[src/rtl/axil_reg_responder.sv]
// +----------------------------------------------------------------------------+
// | axil_reg_responder                                                         |
// | AXI4-Lite slave holding NREGS control registers with per-register strobes. |
// | Revision: 1.0                                                              |
// +----------------------------------------------------------------------------+
`default_nettype none

module axil_reg_responder #(
  parameter int ADDR_WIDTH = 8,
  parameter int DATA_WIDTH = 32,
  parameter int NREGS      = 8
) (
  input  logic                        clk,
  input  logic                        resn,
  input  logic [ADDR_WIDTH-1:0]       aw_addr,
  input  logic                        aw_valid,
  output logic                        aw_ready,
  input  logic [DATA_WIDTH-1:0]       w_data,
  input  logic [DATA_WIDTH/8-1:0]     w_strb,
  input  logic                        w_valid,
  output logic                        w_ready,
  output logic                        b_valid,
  input  logic                        b_ready,
  input  logic [ADDR_WIDTH-1:0]       ar_addr,
  input  logic                        ar_valid,
  output logic                        ar_ready,
  output logic [DATA_WIDTH-1:0]       r_data,
  output logic                        r_valid,
  input  logic                        r_ready,
  output logic [NREGS*DATA_WIDTH-1:0] reg_o,
  output logic [NREGS-1:0]            wr_pulse
);

  localparam int IW = ADDR_WIDTH - 2;
  localparam int SW = DATA_WIDTH / 8;

  typedef enum logic [1:0] {
    W_IDLE = 2'd0,
    W_ACK  = 2'd1,
    W_RESP = 2'd2
  } w_state_t;

  typedef enum logic [1:0] {
    R_IDLE = 2'd0,
    R_ACK  = 2'd1,
    R_DATA = 2'd2
  } r_state_t;

  w_state_t              w_state_q, w_state_d;
  logic                  aw_rdy_q, aw_rdy_d;
  logic                  b_valid_q, b_valid_d;
  logic [NREGS-1:0]      wr_pulse_q, wr_pulse_d;
  logic [DATA_WIDTH-1:0] regs_q [NREGS];
  logic [DATA_WIDTH-1:0] regs_d [NREGS];

  r_state_t              r_state_q, r_state_d;
  logic                  ar_rdy_q, ar_rdy_d;
  logic                  r_valid_q, r_valid_d;
  logic [DATA_WIDTH-1:0] r_data_q, r_data_d;

  logic [IW-1:0] w_idx;
  logic [IW-1:0] r_idx;
  logic          unused_addr_bits;

  assign w_idx            = aw_addr[ADDR_WIDTH-1:2];
  assign r_idx            = ar_addr[ADDR_WIDTH-1:2];
  assign unused_addr_bits = ^{aw_addr[1:0], ar_addr[1:0]};

  // W_ACK spends one cycle raising the readies and commits on the edge where they are high.
  always_comb begin
    w_state_d  = w_state_q;
    aw_rdy_d   = 1'b0;
    b_valid_d  = b_valid_q;
    wr_pulse_d = '0;
    regs_d     = regs_q;
    case (w_state_q)
      W_IDLE: begin
        if (aw_valid && w_valid) w_state_d = W_ACK;
      end
      W_ACK: begin
        if (!aw_rdy_q) begin
          aw_rdy_d = 1'b1;
        end else begin
          w_state_d = W_RESP;
          b_valid_d = 1'b1;
          // Out-of-range indices match no k, so they commit nothing and raise no strobe.
          for (int k = 0; k < NREGS; k++) begin
            if (w_idx == IW'(k)) begin
              wr_pulse_d[k] = 1'b1;
              for (int b = 0; b < SW; b++) begin
                if (w_strb[b]) regs_d[k][b*8 +: 8] = w_data[b*8 +: 8];
              end
            end
          end
        end
      end
      W_RESP: begin
        if (b_ready) begin
          b_valid_d = 1'b0;
          w_state_d = W_IDLE;
        end
      end
      default: w_state_d = W_IDLE;
    endcase
  end

  always_comb begin
    r_state_d = r_state_q;
    ar_rdy_d  = 1'b0;
    r_valid_d = r_valid_q;
    r_data_d  = r_data_q;
    case (r_state_q)
      R_IDLE: begin
        if (ar_valid) r_state_d = R_ACK;
      end
      R_ACK: begin
        if (!ar_rdy_q) begin
          ar_rdy_d = 1'b1;
        end else begin
          r_state_d = R_DATA;
          r_valid_d = 1'b1;
          r_data_d  = '0;
          // Sampling regs_q gives the pre-write value when a write commits on the same edge.
          for (int k = 0; k < NREGS; k++) begin
            if (r_idx == IW'(k)) r_data_d = regs_q[k];
          end
        end
      end
      R_DATA: begin
        if (r_ready) begin
          r_valid_d = 1'b0;
          r_state_d = R_IDLE;
        end
      end
      default: r_state_d = R_IDLE;
    endcase
  end

  always_ff @(posedge clk or negedge resn) begin
    if (!resn) begin
      w_state_q  <= W_IDLE;
      aw_rdy_q   <= 1'b0;
      b_valid_q  <= 1'b0;
      wr_pulse_q <= '0;
      for (int k = 0; k < NREGS; k++) regs_q[k] <= '0;
      r_state_q  <= R_IDLE;
      ar_rdy_q   <= 1'b0;
      r_valid_q  <= 1'b0;
      r_data_q   <= '0;
    end else begin
      w_state_q  <= w_state_d;
      aw_rdy_q   <= aw_rdy_d;
      b_valid_q  <= b_valid_d;
      wr_pulse_q <= wr_pulse_d;
      for (int k = 0; k < NREGS; k++) regs_q[k] <= regs_d[k];
      r_state_q  <= r_state_d;
      ar_rdy_q   <= ar_rdy_d;
      r_valid_q  <= r_valid_d;
      r_data_q   <= r_data_d;
    end
  end

  assign aw_ready = aw_rdy_q;
  assign w_ready  = aw_rdy_q;
  assign b_valid  = b_valid_q;
  assign wr_pulse = wr_pulse_q;
  assign ar_ready = ar_rdy_q;
  assign r_valid  = r_valid_q;
  assign r_data   = r_data_q;

  generate
    for (genvar g = 0; g < NREGS; g++) begin : g_flat
      assign reg_o[g*DATA_WIDTH +: DATA_WIDTH] = regs_q[g];
    end
  endgenerate

endmodule

`default_nettype wire

[config.mk]
export PLATFORM = sky130hd
export DESIGN_NAME = axil_reg_responder
export DESIGN_NICKNAME = d
export VERILOG_FILES = /design/src/rtl/axil_reg_responder.sv
export SDC_FILE = /design/constraint.sdc
export NUM_CORES = 1
export LEC_CHECK = 0
export BUFFER_PORTS_ARGS = -buffer_cell sky130_fd_sc_hd__buf_2
export CORE_UTILIZATION = 48
export DETAILED_ROUTE_END_ITERATION = 8
export GPL_TIMING_DRIVEN = 0
export HOLD_SLACK_MARGIN = 0.1
export PLACE_DENSITY_LB_ADDON = 0.05
export SLEW_MARGIN = 20
export SYNTH_ARGS = -nofsm -noshare
export SYNTH_HDL_FRONTEND = slang
export SYNTH_SLANG_ARGS = --single-unit
[constraint.sdc]
create_clock -name clk -period 2.27 [get_ports clk]
set_clock_uncertainty 0.1 [all_clocks]
set_input_delay 0.454 -clock clk [delete_from_list [all_inputs] [get_ports clk]]
set_output_delay 0.454 -clock clk [all_outputs]
set_load 0.005 [all_outputs]
==> results.txt <==
status: finished with violations
Max-Slew Margin vs Limit: 30.3%
clock share of power: 37.9%
combinational power share: 17.8%
worst endpoint required time: 2.56 ns
CTS Buffer Depth: 3
endpoints failing setup: 213
share of cells above drive strength 1: 53.0%
largest net degree at the start of global routing: 97
most frequent cells after synthesis: dfrtp_1, mux2_2, nor2_1, a21oi_1, mux2i_1
worst-margin pin slew: 1.05 ns
Post-Syn Area: 13500 sq um
cell with the most instances after synthesis: dfrtp_1
FF-to-FF path depth: 7
top_reg_cell synth: dfrtp_1
Yosys top cell by area: dfrtp_1
average wire per standard cell: 26.6 um
CTS root buf: clkbuf_16
CP Cell Sequence: nand3b_1 > or4_4 > nor3_4 > buf_6 > buf_6 > nand3_4 > mux2_4
H-tree levels: 2
antenna violations before repair: 7
core area: 27300 sq um
Setup WS post-layout: -0.131 ns
DRT antenna net count: 0
slowest cell delay on critical path: 0.52 ns
hold path cells: 3
CP dominant cell by count: buf_6
PortBufs: 352
DRC: 0
number of global-route vias before repair: 10800
Net Count, Synth: 1098
clock slew at reported path FFs: 0.06 ns
share of power burned in registers: 44.3%
worst hold slack: 0.112 ns
HPWL Detailed: 32.8 mm
Ports: 360
Leak Pwr: 9.54 nW
Final Cycle Share: 106%
failing checks: negative setup slack
Max Cap Viol: 0
Netlist cell types: 46
CP Launch Type: register
Final min period: 2.40 ns
non-filler cells, final: 1870
fmax: 416 MHz
Psw: 4.05 mW
kind of end point of the critical path: register
die area: 28800 sq um
drt total wl: 49.8 mm
row count: 60
first-pass GRT wire length: 70.2 mm
Die X-Extent: 170 um
RSZ-0062 raised after global routing: true
Seq/Total Area, Yosys: 56.4%
synth top area cells: dfrtp_1, mux2_2, mux2i_1
sw frac: 27.9%
Inserted Clock Buffers: 34
Vias/cell: 5.92
Slowest cell on crit path: or4_4
Final nets: 1529
gr usage total: 33.7%
latest clock arrival within the worst-skew pair: 0.51 ns
grt ovf: 0
pwr dens: 792 nW/um^2
P_int: 10.4 mW
HP Class: in2reg
CTS sink cnt: 304
router iterations before antenna repair: 5
1st-iter DRT viols: 782
yosys warns: 0
routed via count: 11100
Avg Inst Size Synth: 13.0 sq um
GPL Wtd Cong: 0.878
Post-Place Setup Slack: -1.30 ns
post-synth top area share: 56.4%
FFs w/ async S/R, synth: 100%
Worst EP arrival: 2.69 ns
critical path fanouts, max: 8
Peak supply drop: 0.000515 V
CTS tree: done
max-slew violation count: 0
dpl cells: 1766
Final Hold Vio Count: 0
flops & latches, synth: 304
critical path type: reg2reg
DIE HEIGHT: 170 um
initial core utilization: 49.5%
Area Overhead vs Synth: 35.7%
synthesized instance count: 1039
Post-synth EDFFs: 0
-- metrics by stage --
stage / total power, mW / area, sq um / TNS (ns) / utilization [%]
3_5_place_dp: 8.87 / 15800 / -210.33 / 58.0
6_report: 14.5 / 18300 / -13.45 / 67.1
2_1_floorplan: 7.51 / 13500 / -1.82 / -
4_1_cts: 14.4 / 17600 / -0.276 / 64.6
3_3_place_gp: 8.79 / 15700 / -1787.56 / 57.7
5_1_grt: 15.0 / 18300 / -18.28 / 67.1
-- kinds of logic (layout without fill, tap and decap cells) --
logic type / after synthesis / count (layout) / share of synthesized area (%)
AOI/OAI and AO/OA: 179 / 179 / 8.72
buffers and inverters: 52 / 507 / 1.57
DFF: 304 / 304 / 56.4
muxes: 306 / 306 / 25.3
other: 0 / 3 / 0
and+or+nand+nor: 198 / 199 / 8.00
-- power by group through the flow --
stage | clock, mW | combinational [mW] | sequential [mW]
2_1_floorplan | 0 | 1.03 | 6.48
3_3_place_gp | 0 | 2.30 | 6.49
3_5_place_dp | 0 | 2.37 | 6.50
4_1_cts | 5.53 | 2.45 | 6.41
5_1_grt | 5.76 | 2.80 | 6.49
6_report | 5.49 | 2.58 | 6.43
-- flip-flops by register name (all words and copies together), names as in the netlist --
| name | count |
|---|---|
| r_valid | 1 |
| reg_o | 256 |
| r_data | 32 |
| w_state_q | 2 |
| b_valid | 1 |
| wr_pulse | 8 |
| aw_ready | 1 |
| r_state_q | 2 |
| ar_ready | 1 |
-- worst max-delay path, delay by kind of cell, from the launching register on --
family / cells / cell delay (ns)
AND/OR/NAND/NOR: 4 / 1.17
multiplexers: 1 / 0.36
flip-flops: 1 / 0.39
buffers and inverters: 2 / 0.26
-- layer usage --
| layer | global-route usage [%] | share of wire, % |
|---|---|---|
| met2 | 52.3 | 45 |
| met5 | 0 | 0.084 |
| met3 | 7.72 | 8.3 |
| met4 | 14.4 | 4.6 |
| met1 | 45.3 | 42 |
-- area by class of cell --
type	count	area, sq um
diodes	3	7.51
plain buffers	44	269
clock buffers	55	1060
clock inverters	6	55.1
fillers	2165	8960
inverters	6	22.5
multi-input cells	684	6440
flip-flops and latches	304	7610
well taps	372	465
repair buffers	396	2350
-- layout by cell type (no fill, tap or decap), types with 18 or more instances in the layout --
cell type,instances
o22ai_1,33
o21ai_0,24
mux2_2,151
nor2b_1,25
a221oi_1,20
or3_1,18
mux2i_1,39
clkbuf_1,23
a21oi_1,48
nor2_1,57
nand2_1,18
buf_2,358
clkbuf_16,37
dfrtp_1,304
o2bb2ai_1,18
mux2_4,115
-- timing repair --
action | CTS | global route
setup endpoints to repair | 287 | 281
buffers inserted | 31 | 8
gates resized for setup | 76 | 168
hold buffers | 2 | 0
pin swaps | 20 | 12
hold endpoints to repair | 71 | 0
gates cloned | 0 | 1
-- worst paths after layout --
kind | from | to | slack, ns
hold / removal | ar_valid | r_state_q[0] | 0.11
min in group asynchronous | resn | reg_o[105] | 0.42
max in group asynchronous | resn | reg_o[126] | 0.76
setup reg to reg | w_state_q[1] | reg_o[128] | -0.13
hold reg to reg | r_data[19] | r_data[19] | 0.38
setup / recovery | w_state_q[1] | reg_o[128] | -0.13
No activity file was read; power rests on OpenSTA's default activity.
